File: src/rtl/mmio_sig_responder.sv
// MMIO signalling-window responder: decodes stop/trap/register-dump accesses,
// queues dump values in a tagged FIFO and runs a drain-then-halt state machine.
module mmio_sig_responder #(
   parameter logic [31:0] ADDR_BASE    = 32'h6000_0000,
   parameter int unsigned DRAIN_CYCLES = 50,
   parameter int unsigned DUMP_DEPTH   = 8,
   parameter bit          STOP_ON_TRAP = 1'b1
) (
   input  logic        clk_i,
   input  logic        rst_i,
   input  logic        mmio_req_i,
   input  logic        mmio_we_i,
   input  logic [31:0] mmio_addr_i,
   input  logic [7:0]  mmio_strb_i,
   input  logic [63:0] mmio_wdata_i,
   output logic [63:0] mmio_rdata_o,
   output logic        stop_o,
   output logic        trap_o,
   output logic        halted_o,
   output logic [7:0]  trap_cnt_o,
   output logic        dump_valid_o,
   input  logic        dump_ready_i,
   output logic        dump_is_fp_o,
   output logic [4:0]  dump_idx_o,
   output logic [63:0] dump_data_o,
   output logic        dump_ovf_o,
   output logic [1:0]  dbg_state_o
);

   localparam int unsigned PTR_W  = $clog2(DUMP_DEPTH);
   localparam int unsigned FCNT_W = PTR_W + 1;
   localparam int unsigned CNT_W  = (DRAIN_CYCLES < 2) ? 1 : $clog2(DRAIN_CYCLES + 1);

   localparam logic [31:0] OFF_STOP   = 32'h00;
   localparam logic [31:0] OFF_TRAP   = 32'h08;
   localparam logic [31:0] OFF_REG    = 32'h10;
   localparam logic [31:0] OFF_FREG   = 32'h18;
   localparam logic [31:0] OFF_STATUS = 32'h20;

   typedef enum logic [1:0] {
      ST_RUN    = 2'd0,
      ST_DRAIN  = 2'd1,
      ST_HALTED = 2'd2
   } state_e;

   typedef struct packed {
      logic        is_fp;
      logic [4:0]  idx;
      logic [63:0] data;
   } dump_t;

   state_e              state_q, state_d;
   logic [CNT_W-1:0]    cnt_q, cnt_d;
   logic                stop_q, stop_d;
   logic                trap_q, trap_d;
   logic                halted_q, halted_d;
   logic [7:0]          trap_cnt_q, trap_cnt_d;
   logic [4:0]          int_idx_q, int_idx_d;
   logic [4:0]          fp_idx_q, fp_idx_d;
   logic                ovf_q, ovf_d;
   logic [63:0]         rdata_q, rdata_d;
   logic [PTR_W-1:0]    wr_ptr_q, wr_ptr_d;
   logic [PTR_W-1:0]    rd_ptr_q, rd_ptr_d;
   logic [FCNT_W-1:0]   fcnt_q, fcnt_d;
   dump_t               mem_q [DUMP_DEPTH];
   dump_t               mem_d [DUMP_DEPTH];

   logic [31:0] offset;
   logic        hit_stop, hit_trap, hit_reg, hit_freg;
   logic        push_req, push, pop, full;
   logic [63:0] wmask;
   logic [7:0]  trap_cnt_inc;
   logic [63:0] status_w;
   dump_t       push_entry;
   dump_t       head;

   assign offset   = mmio_addr_i - ADDR_BASE;
   assign hit_stop = mmio_req_i && mmio_we_i && (offset == OFF_STOP);
   assign hit_trap = mmio_req_i && (offset == OFF_TRAP);
   assign hit_reg  = mmio_req_i && mmio_we_i && (offset == OFF_REG) && (state_q == ST_RUN);
   assign hit_freg = mmio_req_i && mmio_we_i && (offset == OFF_FREG) && (state_q == ST_RUN);

   assign trap_cnt_inc = (trap_cnt_q == 8'hFF) ? 8'hFF : trap_cnt_q + 8'd1;

   assign status_w = {38'd0, trap_cnt_q, halted_q, trap_q, stop_q, ovf_q,
                      fp_idx_q, int_idx_q, 4'(fcnt_q)};

   always_comb begin
      wmask = '0;
      for (int i = 0; i < 8; i++) begin
         wmask[i*8 +: 8] = {8{mmio_strb_i[i]}};
      end
   end

   // Dump FIFO handshake: the head is offered while dump_valid_o is high and is
   // consumed on any cycle where dump_valid_o && dump_ready_i; no push bypass.
   assign full     = (fcnt_q == FCNT_W'(DUMP_DEPTH));
   assign pop      = (fcnt_q != '0) && dump_ready_i;
   assign push_req = hit_reg || hit_freg;
   assign push     = push_req && (!full || pop);

   always_comb begin
      push_entry.is_fp = hit_freg;
      push_entry.idx   = hit_freg ? fp_idx_q : int_idx_q;
      push_entry.data  = mmio_wdata_i & wmask;
   end

   always_comb begin
      mem_d    = mem_q;
      wr_ptr_d = wr_ptr_q;
      rd_ptr_d = rd_ptr_q;
      fcnt_d   = fcnt_q;
      if (push) begin
         mem_d[wr_ptr_q] = push_entry;
         wr_ptr_d        = wr_ptr_q + PTR_W'(1);
      end
      if (pop) begin
         rd_ptr_d = rd_ptr_q + PTR_W'(1);
      end
      case ({push, pop})
         2'b10:   fcnt_d = fcnt_q + FCNT_W'(1);
         2'b01:   fcnt_d = fcnt_q - FCNT_W'(1);
         default: fcnt_d = fcnt_q;
      endcase
   end

   always_comb begin
      state_d    = state_q;
      cnt_d      = cnt_q;
      stop_d     = stop_q;
      trap_d     = trap_q;
      halted_d   = halted_q;
      trap_cnt_d = trap_cnt_q;
      int_idx_d  = int_idx_q;
      fp_idx_d   = fp_idx_q;
      ovf_d      = ovf_q;

      case (state_q)
         ST_RUN: begin
            if (hit_stop || (hit_trap && STOP_ON_TRAP)) begin
               if (DRAIN_CYCLES == 0) begin
                  state_d  = ST_HALTED;
                  halted_d = 1'b1;
               end else begin
                  state_d = ST_DRAIN;
                  cnt_d   = CNT_W'(DRAIN_CYCLES);
               end
            end
         end
         ST_DRAIN: begin
            if (cnt_q != '0) begin
               cnt_d = cnt_q - CNT_W'(1);
            end
            // cnt hits zero on this edge, so halted_o lands DRAIN_CYCLES+1 after the trigger
            if (cnt_q <= CNT_W'(1)) begin
               state_d  = ST_HALTED;
               halted_d = 1'b1;
            end
         end
         ST_HALTED: begin
            state_d = ST_HALTED;
         end
         default: begin
            state_d = ST_RUN;
         end
      endcase

      if (hit_stop) begin
         stop_d = 1'b1;
      end
      if (hit_trap) begin
         trap_d     = 1'b1;
         trap_cnt_d = trap_cnt_inc;
      end
      if (hit_reg) begin
         int_idx_d = int_idx_q + 5'd1;
      end
      if (hit_freg) begin
         fp_idx_d = fp_idx_q + 5'd1;
      end
      if (push_req && !push) begin
         ovf_d = 1'b1;
      end
   end

   // A TRAP read reports the count including the access being read.
   always_comb begin
      rdata_d = rdata_q;
      if (mmio_req_i && !mmio_we_i) begin
         case (offset)
            OFF_TRAP:   rdata_d = {56'd0, trap_cnt_inc};
            OFF_STATUS: rdata_d = status_w;
            default:    rdata_d = '0;
         endcase
      end
   end

   always_ff @(posedge clk_i) begin
      if (rst_i) begin
         state_q    <= ST_RUN;
         cnt_q      <= '0;
         stop_q     <= 1'b0;
         trap_q     <= 1'b0;
         halted_q   <= 1'b0;
         trap_cnt_q <= '0;
         int_idx_q  <= 5'd1;
         fp_idx_q   <= 5'd0;
         ovf_q      <= 1'b0;
         rdata_q    <= '0;
         wr_ptr_q   <= '0;
         rd_ptr_q   <= '0;
         fcnt_q     <= '0;
      end else begin
         state_q    <= state_d;
         cnt_q      <= cnt_d;
         stop_q     <= stop_d;
         trap_q     <= trap_d;
         halted_q   <= halted_d;
         trap_cnt_q <= trap_cnt_d;
         int_idx_q  <= int_idx_d;
         fp_idx_q   <= fp_idx_d;
         ovf_q      <= ovf_d;
         rdata_q    <= rdata_d;
         wr_ptr_q   <= wr_ptr_d;
         rd_ptr_q   <= rd_ptr_d;
         fcnt_q     <= fcnt_d;
      end
   end

   always_ff @(posedge clk_i) begin
      mem_q <= mem_d;
   end

   assign head = mem_q[rd_ptr_q];

   assign mmio_rdata_o = rdata_q;
   assign stop_o       = stop_q;
   assign trap_o       = trap_q;
   assign halted_o     = halted_q;
   assign trap_cnt_o   = trap_cnt_q;
   assign dump_ovf_o   = ovf_q;
   assign dump_valid_o = (fcnt_q != '0);
   assign dump_is_fp_o = dump_valid_o ? head.is_fp : 1'b0;
   assign dump_idx_o   = dump_valid_o ? head.idx : 5'd0;
   assign dump_data_o  = dump_valid_o ? head.data : 64'd0;
   assign dbg_state_o  = state_q;

endmodule

File: config.mk
export PLATFORM = sky130hd
export DESIGN_NAME = mmio_sig_responder
export DESIGN_NICKNAME = d
export VERILOG_FILES = /design/src/rtl/mmio_sig_responder.sv
export SDC_FILE = /design/constraint.sdc
export NUM_CORES = 1
export LEC_CHECK = 0
export ABC_AREA = 0
export CAP_MARGIN = 25
export CORE_UTILIZATION = 56
export CTS_CLUSTER_SIZE = 30
export DETAILED_ROUTE_END_ITERATION = 10
export PLACE_DENSITY = 0.79
export SYNTH_ARGS = -nofsm -noshare
export SYNTH_HDL_FRONTEND = slang
export SYNTH_SLANG_ARGS = --single-unit
File: constraint.sdc
create_clock -name clk_i -period 14 [get_ports clk_i]
set_clock_uncertainty 0.2 [all_clocks]
set_input_delay 1.4 -clock clk_i [delete_from_list [all_inputs] [get_ports clk_i]]
set_output_delay 1.4 -clock clk_i [all_outputs]
set_load 0.1 [all_outputs]
== Word-level counts from Yosys, hierarchy flattened ==
Index checks and enable logic that the tools add are counted.
W data, S select, Z words.

* Add/sub/neg operators: 9
* Magnitude comparators: 4
* Equality and inequality tests: 13
* Multiplexer cells: 19
* Bitwise gates (word level): 3
* Reduce and logical (&&, ||, !) cells: 27

{| class="wikitable"
|+ Operators with widths
! kind !! number
|-
| $bwmux W560 || 1
|-
| $bmux W70 S3 || 1
|-
| $demux W70 S3 || 1
|-
| $mux W70 || 3
|-
| $and A64 B64 Y64 || 1
|-
| $eq A32 B5 Y1 const B || 2
|-
| $mux W64 || 1
|-
| $pmux W26 S2 || 1
|-
| $eq A32 B4 Y1 const B || 1
|-
| $eq A32 B6 Y1 const B || 1
|-
| $logic_not A32 Y1 || 1
|-
| $sub A32 B31 Y32 const B || 1
|-
| $logic_and A1 B1 Y1 || 12
|-
| $mux W6 || 2
|-
| $pmux W6 S2 || 1
|-
| $add A5 B1 Y5 const B || 2
|-
| $mux W5 || 2
|-
| $add A8 B1 Y8 const B || 1
|-
| $eq A8 B8 Y1 const B || 1
|-
| $ge A4 B4 Y1 const B || 2
|-
| $mux W8 || 1
|-
| $not A3 Y4 || 2
|-
| $pmux W4 S2 || 1
|-
| $add A3 B1 Y3 const B || 2
|-
| 21 further kinds || 31
|}

* Register bits after elaboration: 664
* Input bits: 109
* Output and inout port bits: 149
* Word-level logic and storage cells: 112

== Logic depth before layout (Yosys ltp) ==
Gate-level depths: netlist of the first run.

* Depth after elaboration: 8
* Depth in mapped cells: 13
* Mapped depth without buffers: 12

== Worst setup path before layout of the first run ==
Ideal clock, no wire load.

* Path kind: input port to flip-flop
* From: input port mmio_addr_i[29]
* To: register mem_q[490] in the netlist's numbering, enable pin
* Setup time: 0.671 ns
* Arrival time: 9.351 ns
* Required time: 13.129 ns
* Setup slack: 3.778 ns
* Stages on the path: 7
* Path through: ha_1 -> nor4_1 -> nand4_1 -> clkbuf_1 -> nor3_1 -> nand2_1 -> nor4_1

* Longest elaborated chain between the ends: 6

{| class="wikitable"
|+ Ends and longest elaborated chain
! item !! line !! source
|-
| from (decl) || 13 || <nowiki>input logic [31:0] mmio_addr_i,</nowiki>
|-
| $sub A32 B31 Y32 * || 77 || <nowiki>assign offset = mmio_addr_i - ADDR_BASE;</nowiki>
|-
| $eq A32 B5 Y1, on equally long branches || 80, 81 ||
|-
| $logic_and A1 B1 Y1, on equally long branches (2 in a row) || 80, 81 ||
|-
| $logic_or A1 B1 Y1 * || 99 || <nowiki>assign push_req = hit_reg || hit_freg;</nowiki>
|-
| $logic_and A1 B1 Y1 * || 100 || <nowiki>assign push = push_req && (!full || pop);</nowiki>
|-
| to (signal assigned) || 231 || <nowiki>mem_q <= mem_d;</nowiki>
|-
| to (decl) || 65 || <nowiki>dump_t mem_q [DUMP_DEPTH];</nowiki>
|}

Every way passes the cells marked *; elsewhere a longest branch is shown, timed or not.
A chain may end at the register's enable or synchronous reset.

== Worst setup path in the final report of the first run ==
* From: register rd_ptr_q[0]
* To: output port dump_data_o[0]

* Longest elaborated chain between the ends: 5

{| class="wikitable"
|+ Ends and longest elaborated chain
! item !! line !! source
|-
| from (decl) || 63 || <nowiki>logic [PTR_W-1:0] rd_ptr_q, rd_ptr_d;</nowiki>
|-
| from (signal assigned) || 225 || <nowiki>rd_ptr_q <= rd_ptr_d;</nowiki>
|-
| $not A3 Y4 (not written as such) || 234 || <nowiki>assign head = mem_q[rd_ptr_q];</nowiki>
|-
| $bmux W70 S3 || 234 ||
|-
| $mux W70 (not written as such) (2 in a row) || 234 ||
|-
| $mux W64 || 245 || <nowiki>assign dump_data_o = dump_valid_o ? head.data : 64'd0;</nowiki>
|-
| to (decl) || 25 || <nowiki>output logic [63:0] dump_data_o,</nowiki>
|}

Every way passes these cells. The select of a mux whose other input is x is not followed.

==> flow_summary_export.csv, run 1 <==
group,metric,value,unit
critical_path,cp_num_buf_inv,3,
critical_path,ff2ff_path_depth,8,
detailed_routing,postRouteAntennaNets,0,
critical_path,reg2reg_to,"mem_q[551]$_DFFE_PP_",
timing,fin_crit,6.30,ns
critical_path,rrSetupSlack,10.29,ns
min_path,whs_path_depth,2,
min_path,min_to,"mmio_rdata_o[18]$_SDFFE_PP0P_",
critical_path,crit_chain,"buf_4 -> buf_4 -> mux4_2 -> mux2i_1 -> nor2_1 -> clkdlybuf4s50_1",
detailed_routing,drt-initial-drc-count,1277,
power,total_power,3.75,mW
final_layout,nets,1761,
clocking,cts_max_path_buffers,3,
critical_path,slowest_delay,1.03,ns
min_path,hold_start,"mmio_rdata_o[18]$_SDFFE_PP0P_",
min_path,hold_path.class,"reg -> reg",
clocking,root_buffer,"clkbuf_16",
floorplanning,ios,258,
grt,antenna_found_initial,3,
clocking,numCtsBuffers,59,
detailed_routing,drt-pass1-iter-count,5,
grt,grt_start_max_net_pins,74,
final_layout,layout-drive-gt1-share,16.9,%
floorplanning,coreArea,0.0444,sq mm
critical_path,required,12.40,ns
final_layout,final_util,67.5,%
synthesis,yosysTopAreaCell,"edfxtp_1",
clocking,cts_setup_buffers,0,
detailed_routing,routed_wl,52200,microns
synthesis,async_flop_share,0,%
final_layout,syn2layout_area_growth,18.7,%
detailed_routing,vias_per_cell,5.87,
critical_path,worstSetupEndpointType,"primary output",
critical_path,worst-setup-path-type,"reg -> out",
synthesis,syn_avg_cell_area,18.0,sq um
grt,grt_pass1_vias,13702,
placed_design,io_buffers,219,
synthesis,ys_top_cells_by_area,"edfxtp_1 67%, mux4_2 12%, dfxtp_1 5.2%, mux2i_1 3.1%, and2_1 1.7%",
critical_path,crit_top_cell,"buf_4",
detailed_routing,wl_per_cell,22.9,microns
job,drv_cap,0,
timing,hold_viol_final,0,
placed_design,gp_congestion,0.827,
outcome,outcome,"complete, no violations",
timing,tns,0,ns
clocking,clk_pin_slew,0.06,ns
timing,fmax,0.159,GHz
timing,drv_slew,0,
synthesis,synth-edff-count,560,
clocking,cts_tree,"yes",
timing,worst_slew_pin_slew,1.10,ns
clocking,htree_num_levels,2,
critical_path,cp-start-kind,"register",
power,vdd_drop_max,0.104,mV
synthesis,ys_seq_area_share,71.7,%
clocking,cts_resized,0,
detailed_routing,via_count,13399,
critical_path,crit_family,"buffers and inverters",
timing,rsz0062_at_grt,"no",
floorplanning,rows,77,
synthesis,synth_most_common_cell,"edfxtp_1",
synthesis,synth_area,0.0253,sq mm
clocking,ctsHoldBuffers,0,
critical_path,crit_fanout,42,
timing,finalSetupViolCount,0,
floorplanning,initial_core_util,56.9,%
power,leakage,8.72,nW
timing,slew_headroom,26.9,%
synthesis,synth_top_area_share,66.5,%
timing,min_period_over_period,45.0,%
clocking,clock_sinks,626,
critical_path,worstPathArrival,4.70,ns
power,power.density,125,mW/mm^2
grt,gr-usage-all-layers,22.9,%
synthesis,syn_inst,1407,
floorplanning,dieArea,0.0460,sq mm
synthesis,ys_ff_latch,626,
synthesis,synth_warnings,0,
floorplanning,die_w,214,microns
timing,whs,0.256,ns
synthesis,ys_types,57,
grt,grt_pass1_wl,79900,microns
detailed_routing,route.detailed.drc,0,
synthesis,synth-main-ff-cell,"edfxtp_1",
synthesis,synth_common_cells,"560 x edfxtp_1, 140 x mux4_2, 107 x nor2_1, 78 x mux2i_1, 69 x and2_1",
floorplanning,die_y,214,microns
clocking,clk-insertion-delay-late,0.62,ns
grt,grt_overflow_total,0,
critical_path,r2r-start,"dbg_state_o[0]$_SDFFE_PP0P_",
critical_path,crit_slowest_cell,"clkdlybuf4s50_1",
placed_design,dpl.hpwl,29000,microns
==> cell type report <==
class                      instances  area [sq um]
sequential                       626         18100
clock buffer                      68          1510
timing repair buffer             245          2410
multi-input combinational        694          6710
inverter                          12          45.0
antenna                            1          2.50
clock inverter                    43           434
tap                              592           741
fill                            2880         14400
==> per-stage QoR <==
step | instance area (sq um) | setup slack (ns) | instances
final | 30000 | 7.70 | 2281
after global routing | 30000 | 7.37 | 2281
after CTS | 30000 | 7.56 | 2278
after detailed placement | 28000 | 8.04 | 2167
after global placement | 28000 | 8.04 | 2167
after floorplan | 25400 | 3.78 | 1444
==> cell families (layout without fill, tap and decap cells) <==
family          after synthesis  after routing  synth area share, %
compound gates               90             90                 2.23
xor+xnor                     14             14                0.485
fa+ha+maj                    14             14                0.693
buf+inv                     124            368                 2.50
flops                       626            626                 71.7
mux                         225            225                 15.9
other cells                   1             39               0.0148
simple gates                313            313                 6.45
==> where the power goes <==
group	switching, mW	internal, mW	total (mW)
Clock	0.683	0.909	1.59
Sequential	0.000655	2.03	2.03
Combinational	0.0902	0.0357	0.126
Total	0.773	2.97	3.75
==> tightest hold or removal path, stage by stage (launching register included) <==
cell and delay, ns:
dfxtp_1 0.31, nand2_1 0.05, a21oi_1 0.05
==> cells in the final DEF, fill, tap and decap left out, drive strengths merged, types with 17 or more instances in the layout <==
| cell type | Yosys | layout |
|---|---|---|
| conb | 1 | 38 |
| clkbuf | 47 | 68 |
| and2 | 69 | 69 |
| clkinv | 0 | 26 |
| mux4 | 140 | 140 |
| nor2 | 107 | 107 |
| clkdlybuf4s50 | 0 | 218 |
| dfxtp | 66 | 66 |
| inv | 12 | 17 |
| mux2i | 78 | 78 |
| nand3 | 24 | 24 |
| nand2 | 41 | 41 |
| a21oi | 34 | 34 |
| buf | 65 | 27 |
| edfxtp | 560 | 560 |
| o21ai | 20 | 20 |
==> how the worst max path moves through the flow <==
stage / start / end / slack, ns / cells past startpoint
floorplan: mmio_addr_i[29] / mem_q[490]$_DFFE_PP_ / 3.78 / 7
finish: rd_ptr_q[0]$_SDFFE_PP0P_ / dump_data_o[0] / 7.70 / 6
CTS: rd_ptr_q[0]$_SDFFE_PP0P_ / dump_data_o[0] / 7.56 / 6
global route: rd_ptr_q[0]$_SDFFE_PP0P_ / dump_data_o[0] / 7.37 / 6
detailed placement: mmio_addr_i[29] / mem_q[85]$_DFFE_PP_ / 8.04 / 8
global placement: mmio_addr_i[29] / mem_q[80]$_DFFE_PP_ / 8.04 / 8
==> sequential cells by signal, indices dropped and copies added (netlist names), 2 cells and up <==
signal	count
int_idx_q	5
wr_ptr_q	3
fp_idx_q	5
mem_q	560
trap_cnt_o	8
fcnt_q	4
cnt_q	6
rd_ptr_q	3
dbg_state_o	2
mmio_rdata_o	26
==> metal layers <==
layer / track usage (%) / wire [microns]
met1: 31.9 / 21700
met2: 37.4 / 25900
met3: 4.10 / 3340
met4: 6.40 / 1230
met5: 0 / 13
Power figures use the tool's default switching activity.
==> inputs of run 2 (changes only) <==
--- a/config.mk
+++ b/config.mk
@@ -7,10 +7,10 @@
 export LEC_CHECK = 0
 export ABC_AREA = 0
 export CAP_MARGIN = 25
-export CORE_UTILIZATION = 56
+export CORE_UTILIZATION = 51
 export CTS_CLUSTER_SIZE = 30
 export DETAILED_ROUTE_END_ITERATION = 10
-export PLACE_DENSITY = 0.79
+export PLACE_DENSITY = 0.76
 export SYNTH_ARGS = -nofsm -noshare
 export SYNTH_HDL_FRONTEND = slang
 export SYNTH_SLANG_ARGS = --single-unit
==> constraint.sdc (replaced) <==
create_clock -name clk_i -period 5.43 [get_ports clk_i]
set_clock_uncertainty 0.2 [all_clocks]
set_input_delay 0.543 -clock clk_i [delete_from_list [all_inputs] [get_ports clk_i]]
set_output_delay 0.543 -clock clk_i [all_outputs]
set_load 0.1 [all_outputs]
==> run 2 against run 1 <==
Compared with the run above:
- global-route usage decreased by 1.4 points
- cell area increased by 0.93%
- clock power rose to 2.5 times the previous value
- non-clock buffer count rose by 11
- core utilization fell by 5.7 points
- largest cell class unchanged
- largest power group unchanged
- worst setup slack worse by 6.7 ns
- flip-flop and latch count stayed put
- wire length is 2.7% higher
- via count increased by 0.77%
- combinational power grew to 2.6 times the previous value
- final cell count grew 3.6%
==> flow_summary_export.csv, run 2 (same netlist as run 1, synthesis figures left out) <==
group,metric,value,unit
floorplanning,rows,81,
clocking,cts_tree,"yes",
placed_design,dp_cells,2250,
clocking,root_buffer,"clkbuf_16",
clocking,numCtsBuffers,59,
clocking,clk-insertion-delay-late,0.61,ns
placed_design,placedInstanceArea,0.0284,sq mm
clocking,htree_num_levels,2,
final_layout,top_register,"mem_q",
final_layout,largest_register_ffs,560,
grt,antenna_found_initial,0,
critical_path,worstSetupEndpointType,"primary output",
final_layout,final_cell_mix,"560 x edfxtp_1, 218 x clkdlybuf4s50_1, 140 x mux4_2, 104 x nor2_1, 78 x mux2i_1",
grt,grt_pass1_vias,13787,
detailed_routing,routed_wl,53700,microns
critical_path,worstPathArrival,3.66,ns
timing,slew_headroom,27.8,%
grt,grt_overflow_total,0,
critical_path,crit_fanout,49,
floorplanning,dieArea,0.0505,sq mm
placed_design,dpl.hpwl,30700,microns
timing,finalSetupViolCount,0,
grt,gr-usage-all-layers,21.4,%
grt,grt_pass1_wl,81100,microns
timing,fin_crit,4.41,ns
final_layout,fillers,3428,
min_path,hold_path.class,"reg -> reg",
floorplanning,ios,258,
critical_path,required,4.69,ns
placed_design,gp_congestion,0.867,
clocking,cts_max_path_buffers,3,
detailed_routing,route.detailed.drc,0,
timing,hold_viol_final,0,
power,vdd_drop_max,0.315,mV
timing,rsz0062_at_grt,"no",
clocking,clock_sinks,626,
detailed_routing,drt-pass1-iter-count,5,
critical_path,worst-setup-path-type,"reg -> out",
min_path,hold_start,"mmio_rdata_o[22]$_SDFFE_PP0P_",
timing,min_period_over_period,81.1,%
final_layout,insertedDiodeCount,0,
final_layout,final_cells,2362,
floorplanning,initial_core_util,51.6,%
timing,fmax,0.227,GHz
detailed_routing,via_count,13502,
critical_path,crit_start,"rd_ptr_q[1]$_SDFFE_PP0P_",
outcome,outcome,"complete, no violations",
job,drv_cap,0,
power,power.density,316,mW/mm^2
detailed_routing,drt-initial-drc-count,1230,
final_layout,fin_area,0.0303,sq mm
critical_path,cp-start-kind,"register",
power,leakage,8.77,nW
floorplanning,die_w,225,microns
final_layout,syn2layout_area_growth,19.8,%
grt,grt_start_max_net_pins,71,
floorplanning,die_y,225,microns
final_layout,layout_commonest_cell,"edfxtp_1",
floorplanning,coreArea,0.0490,sq mm
final_layout,layout-drive-gt1-share,16.5,%
clocking,clk_pin_slew,0.06,ns
placed_design,io_buffers,219,
detailed_routing,wl_per_cell,22.7,microns
timing,drv_slew,0,
critical_path,r2r-start,"dbg_state_o[1]$_SDFFE_PP0P_",
clocking,cts_setup_buffers,0,
detailed_routing,postRouteAntennaNets,0,
timing,worst_slew_pin_slew,1.08,ns
final_layout,nets,1772,
detailed_routing,vias_per_cell,5.72,
[run 2: per-layer routing]
metal / share of wire (%) / GRT usage (%) / up-vias
met4: 2.8 / 7.86 / 0
met2: 49 / 35.0 / 476
met3: 5.8 / 2.93 / 104
met5: 0 / 0 / -
met1: 42 / 29.7 / 6946
li1: - / - / 5976
[run 2: critical path: stages, from the launching register on]
cell and delay, ns:
dfxtp_4 0.87, buf_4 0.42, mux4_2 0.25, mux2i_1 0.07, nor2_1 0.22, clkdlybuf4s50_1 1.18
[run 2: what timing repair did]
action | 4_1_cts | 5_1_grt
hold buffers | 0 | 1
endpoints found under the hold margin | 0 | 1
resized for setup | 0 | 0
[run 2: final timing paths]
kind | endpoint | slack, ns | depth (start not counted)
worst max-delay path | dump_idx_o[3] | 1.02 | 5
worst min register to register | mmio_rdata_o[22]$_SDFFE_PP0P_ | 0.25 | 2
worst min-delay path | mmio_rdata_o[22]$_SDFFE_PP0P_ | 0.25 | 2
worst max register to register | fcnt_q[2]$_SDFFE_PP0P_ | 1.81 | 12
[run 2: layout make-up]
| cell class | instances | area [sq um] | area share [%] |
|---|---|---|---|
| sequential | 626 | 18100 | 60.0 |
| multi-input combinational | 694 | 6720 | 22.2 |
| timing repair buffer | 256 | 2650 | 8.74 |
| clock buffer | 75 | 1540 | 5.08 |
| tap | 664 | 831 | 2.74 |
| clock inverter | 35 | 345 | 1.14 |
| inverter | 12 | 45.0 | 0.149 |
[run 2: power breakdown]
part / leakage [nW] / switching (mW) / internal (mW)
clock network: 0.905 / 1.73 / 2.28
registers: 5.07 / 0.00164 / 5.23
logic: 2.79 / 0.232 / 0.0923
[run 2: stage by stage]
step	setup slack [ns]	utilization, %	power [mW]	setup TNS (ns)	hold slack (ns)
final	1.02	61.8	9.57	0	0.251
after global routing	0.819	61.8	9.83	0	0.267
after global placement	1.18	57.9	5.65	0	0.238
after detailed placement	1.15	57.9	5.66	0	0.244
after CTS	0.924	61.8	9.64	0	0.253
after floorplan	-2.07	-	5.55	-502.40	0.259
==> inputs of run 3 (changes only) <==
--- a/config.mk
+++ b/config.mk
@@ -7,10 +7,10 @@
 export LEC_CHECK = 0
 export ABC_AREA = 0
 export CAP_MARGIN = 25
-export CORE_UTILIZATION = 51
+export CORE_UTILIZATION = 56
 export CTS_CLUSTER_SIZE = 30
 export DETAILED_ROUTE_END_ITERATION = 10
-export PLACE_DENSITY = 0.76
+export PLACE_DENSITY = 0.79
 export SYNTH_ARGS = -nofsm -noshare
 export SYNTH_HDL_FRONTEND = slang
 export SYNTH_SLANG_ARGS = --single-unit
==> constraint.sdc (replaced) <==
create_clock -name clk_i -period 4.5 [get_ports clk_i]
set_clock_uncertainty 0.2 [all_clocks]
set_input_delay 0.45 -clock clk_i [delete_from_list [all_inputs] [get_ports clk_i]]
set_output_delay 0.45 -clock clk_i [all_outputs]
set_load 0.1 [all_outputs]
==> run 3 against run 2 <==
Compared with the run above:
- clock power rose by 24%
- combinational power rose by 21%
- wire length fell by 2.3%
- core utilization rose by 5.8 points
- critical path depth did not move
- critical endpoint is now dump_data_o[63]
- sequential power rose by 21%
- sequential share of layout area rose by 0.46 points
- non-clock buffer count fell by 10
- largest power group unchanged
==> flow_summary_export.csv, run 3 (same netlist as run 1, synthesis figures left out) <==
group,metric,value,unit
final_layout,layout-drive-gt1-share,21.1,%
detailed_routing,postRouteAntennaNets,0,
final_layout,final_util,67.7,%
floorplanning,die_w,214,microns
grt,grt_pass1_wl,81200,microns
clocking,cts_setup_buffers,0,
power,total_power,11.7,mW
critical_path,worstPathArrival,3.36,ns
final_layout,multiInputGateArea,0.00677,sq mm
floorplanning,die_y,214,microns
timing,drv_slew,0,
floorplanning,ios,258,
floorplanning,initial_core_util,56.9,%
placed_design,gp_congestion,0.844,
clocking,numCtsBuffers,58,
timing,min_period_over_period,89.1,%
critical_path,required,3.85,ns
critical_path,cp-start-kind,"register",
detailed_routing,route.detailed.drc,0,
floorplanning,dieArea,0.0460,sq mm
placed_design,io_buffers,219,
critical_path,ff2ff_path_depth,12,
grt,grt_start_max_net_pins,71,
final_layout,final_cells,2278,
detailed_routing,via_count,13480,
final_layout,largest_register_ffs,560,
power,leakage,8.90,nW
final_layout,layout_commonest_cell,"edfxtp_1",
clocking,root_buffer,"clkbuf_16",
timing,tns,0,ns
min_path,hold_path.class,"in -> reg",
detailed_routing,routed_wl,52400,microns
clocking,cts_resized,0,
clocking,htree_num_levels,2,
timing,hold_viol_final,0,
placed_design,dp_cells,2170,
timing,worst_slew_pin_slew,1.06,ns
clocking,clk-insertion-delay-late,0.60,ns
grt,gr-usage-all-layers,23.2,%
detailed_routing,drt-initial-drc-count,1113,
floorplanning,coreArea,0.0444,sq mm
clocking,cts_max_path_buffers,3,
critical_path,worst-setup-path-type,"reg -> out",
final_layout,seq_area,0.0182,sq mm
clocking,clk_pin_slew,0.06,ns
timing,whs,0.238,ns
timing,slew_headroom,29.1,%
detailed_routing,drt-pass1-iter-count,5,
clocking,cts_tree,"yes",
critical_path,worstSetupEndpointType,"primary output",
min_path,whs_path_depth,3,
job,drv_cap,0,
floorplanning,rows,77,
grt,grt_pass1_vias,14164,
clocking,ctsHoldBuffers,0,
grt,grt_overflow_total,0,
placed_design,dpl.hpwl,30000,microns
power,power.density,389,mW/mm^2
grt,antenna_found_initial,1,
power,vdd_drop_max,0.354,mV
final_layout,final_cell_mix,"560 x edfxtp_1, 155 x clkdlybuf4s50_1, 140 x mux4_2, 104 x nor2_1",
timing,fmax,0.249,GHz
final_layout,nets,1761,
timing,rsz0062_at_grt,"no",
outcome,outcome,"complete, no violations",
detailed_routing,vias_per_cell,5.92,
clocking,clock_sinks,626,
timing,finalSetupViolCount,0,
critical_path,crit_fanout,62,
final_layout,top_register,"mem_q",
detailed_routing,wl_per_cell,23.0,microns
final_layout,syn2layout_area_growth,18.9,%
final_layout,fillers,2780,
timing,fin_crit,4.01,ns
run 3: cell types whose count changed in the layout (fill, tap and decap cells not counted), sizes merged:
cell / delta
clkinvlp: +1
clkbuf: -1
inv: +1
bufinv: +2
clkinv: -6
clkdlybuf4s50: -63
diode: +1
dlygate4sd3: -1
buf: +54
run 3: power by group:
part	switching [mW]	internal, mW
registers	0.00203	6.31
logic	0.281	0.110
clock network	2.07	2.91
run 3: worst max-delay path, cell delays in order, from the launching register on:
cell and delay, ns:
dfxtp_4 0.77, buf_4 0.83, mux4_2 0.37, mux2i_1 0.09, nor2_1 0.32, buf_4 0.36
run 3: final timing paths:
| path | end | startpoint | slack, ns |
|---|---|---|---|
| worst max-delay path | dump_data_o[63] | rd_ptr_q[1]$_SDFFE_PP0P_ | 0.49 |
| worst min-delay path | mmio_rdata_o[25]$_SDFFE_PP0P_ | rst_i | 0.24 |
| worst max register to register | fcnt_q[2]$_SDFFE_PP0P_ | dbg_state_o[1]$_SDFFE_PP0P_ | 1.26 |
| worst min register to register | mmio_rdata_o[15]$_SDFFE_PP0P_ | mmio_rdata_o[15]$_SDFFE_PP0P_ | 0.26 |
run 3: area by class of cell:
type	instances	share of cell area, %
clock inverter	33	1.33
sequential	626	60.4
inverter	12	0.150
clock buffer	74	5.17
multi-input combinational	694	22.5
timing repair buffer	246	7.93
antenna	1	0.00833
tap	592	2.47
run 3: metal layers:
| layer | up-vias | wire length [microns] | global-route usage (%) |
|---|---|---|---|
| li1 | 5951 | - | - |
| met3 | 86 | 3330 | 3.48 |
| met1 | 6903 | 21500 | 32.0 |
| met2 | 540 | 26300 | 38.4 |
| met5 | - | 0 | 0 |
| met4 | 0 | 1260 | 7.31 |
run 3: stage by stage:
step                      area [sq um]  setup WS (ns)
after floorplan                  25500         -0.792
after global placement           28100          0.706
after detailed placement         28100          0.663
after CTS                        30000          0.492
after global routing             30000          0.344
final                            30000          0.489
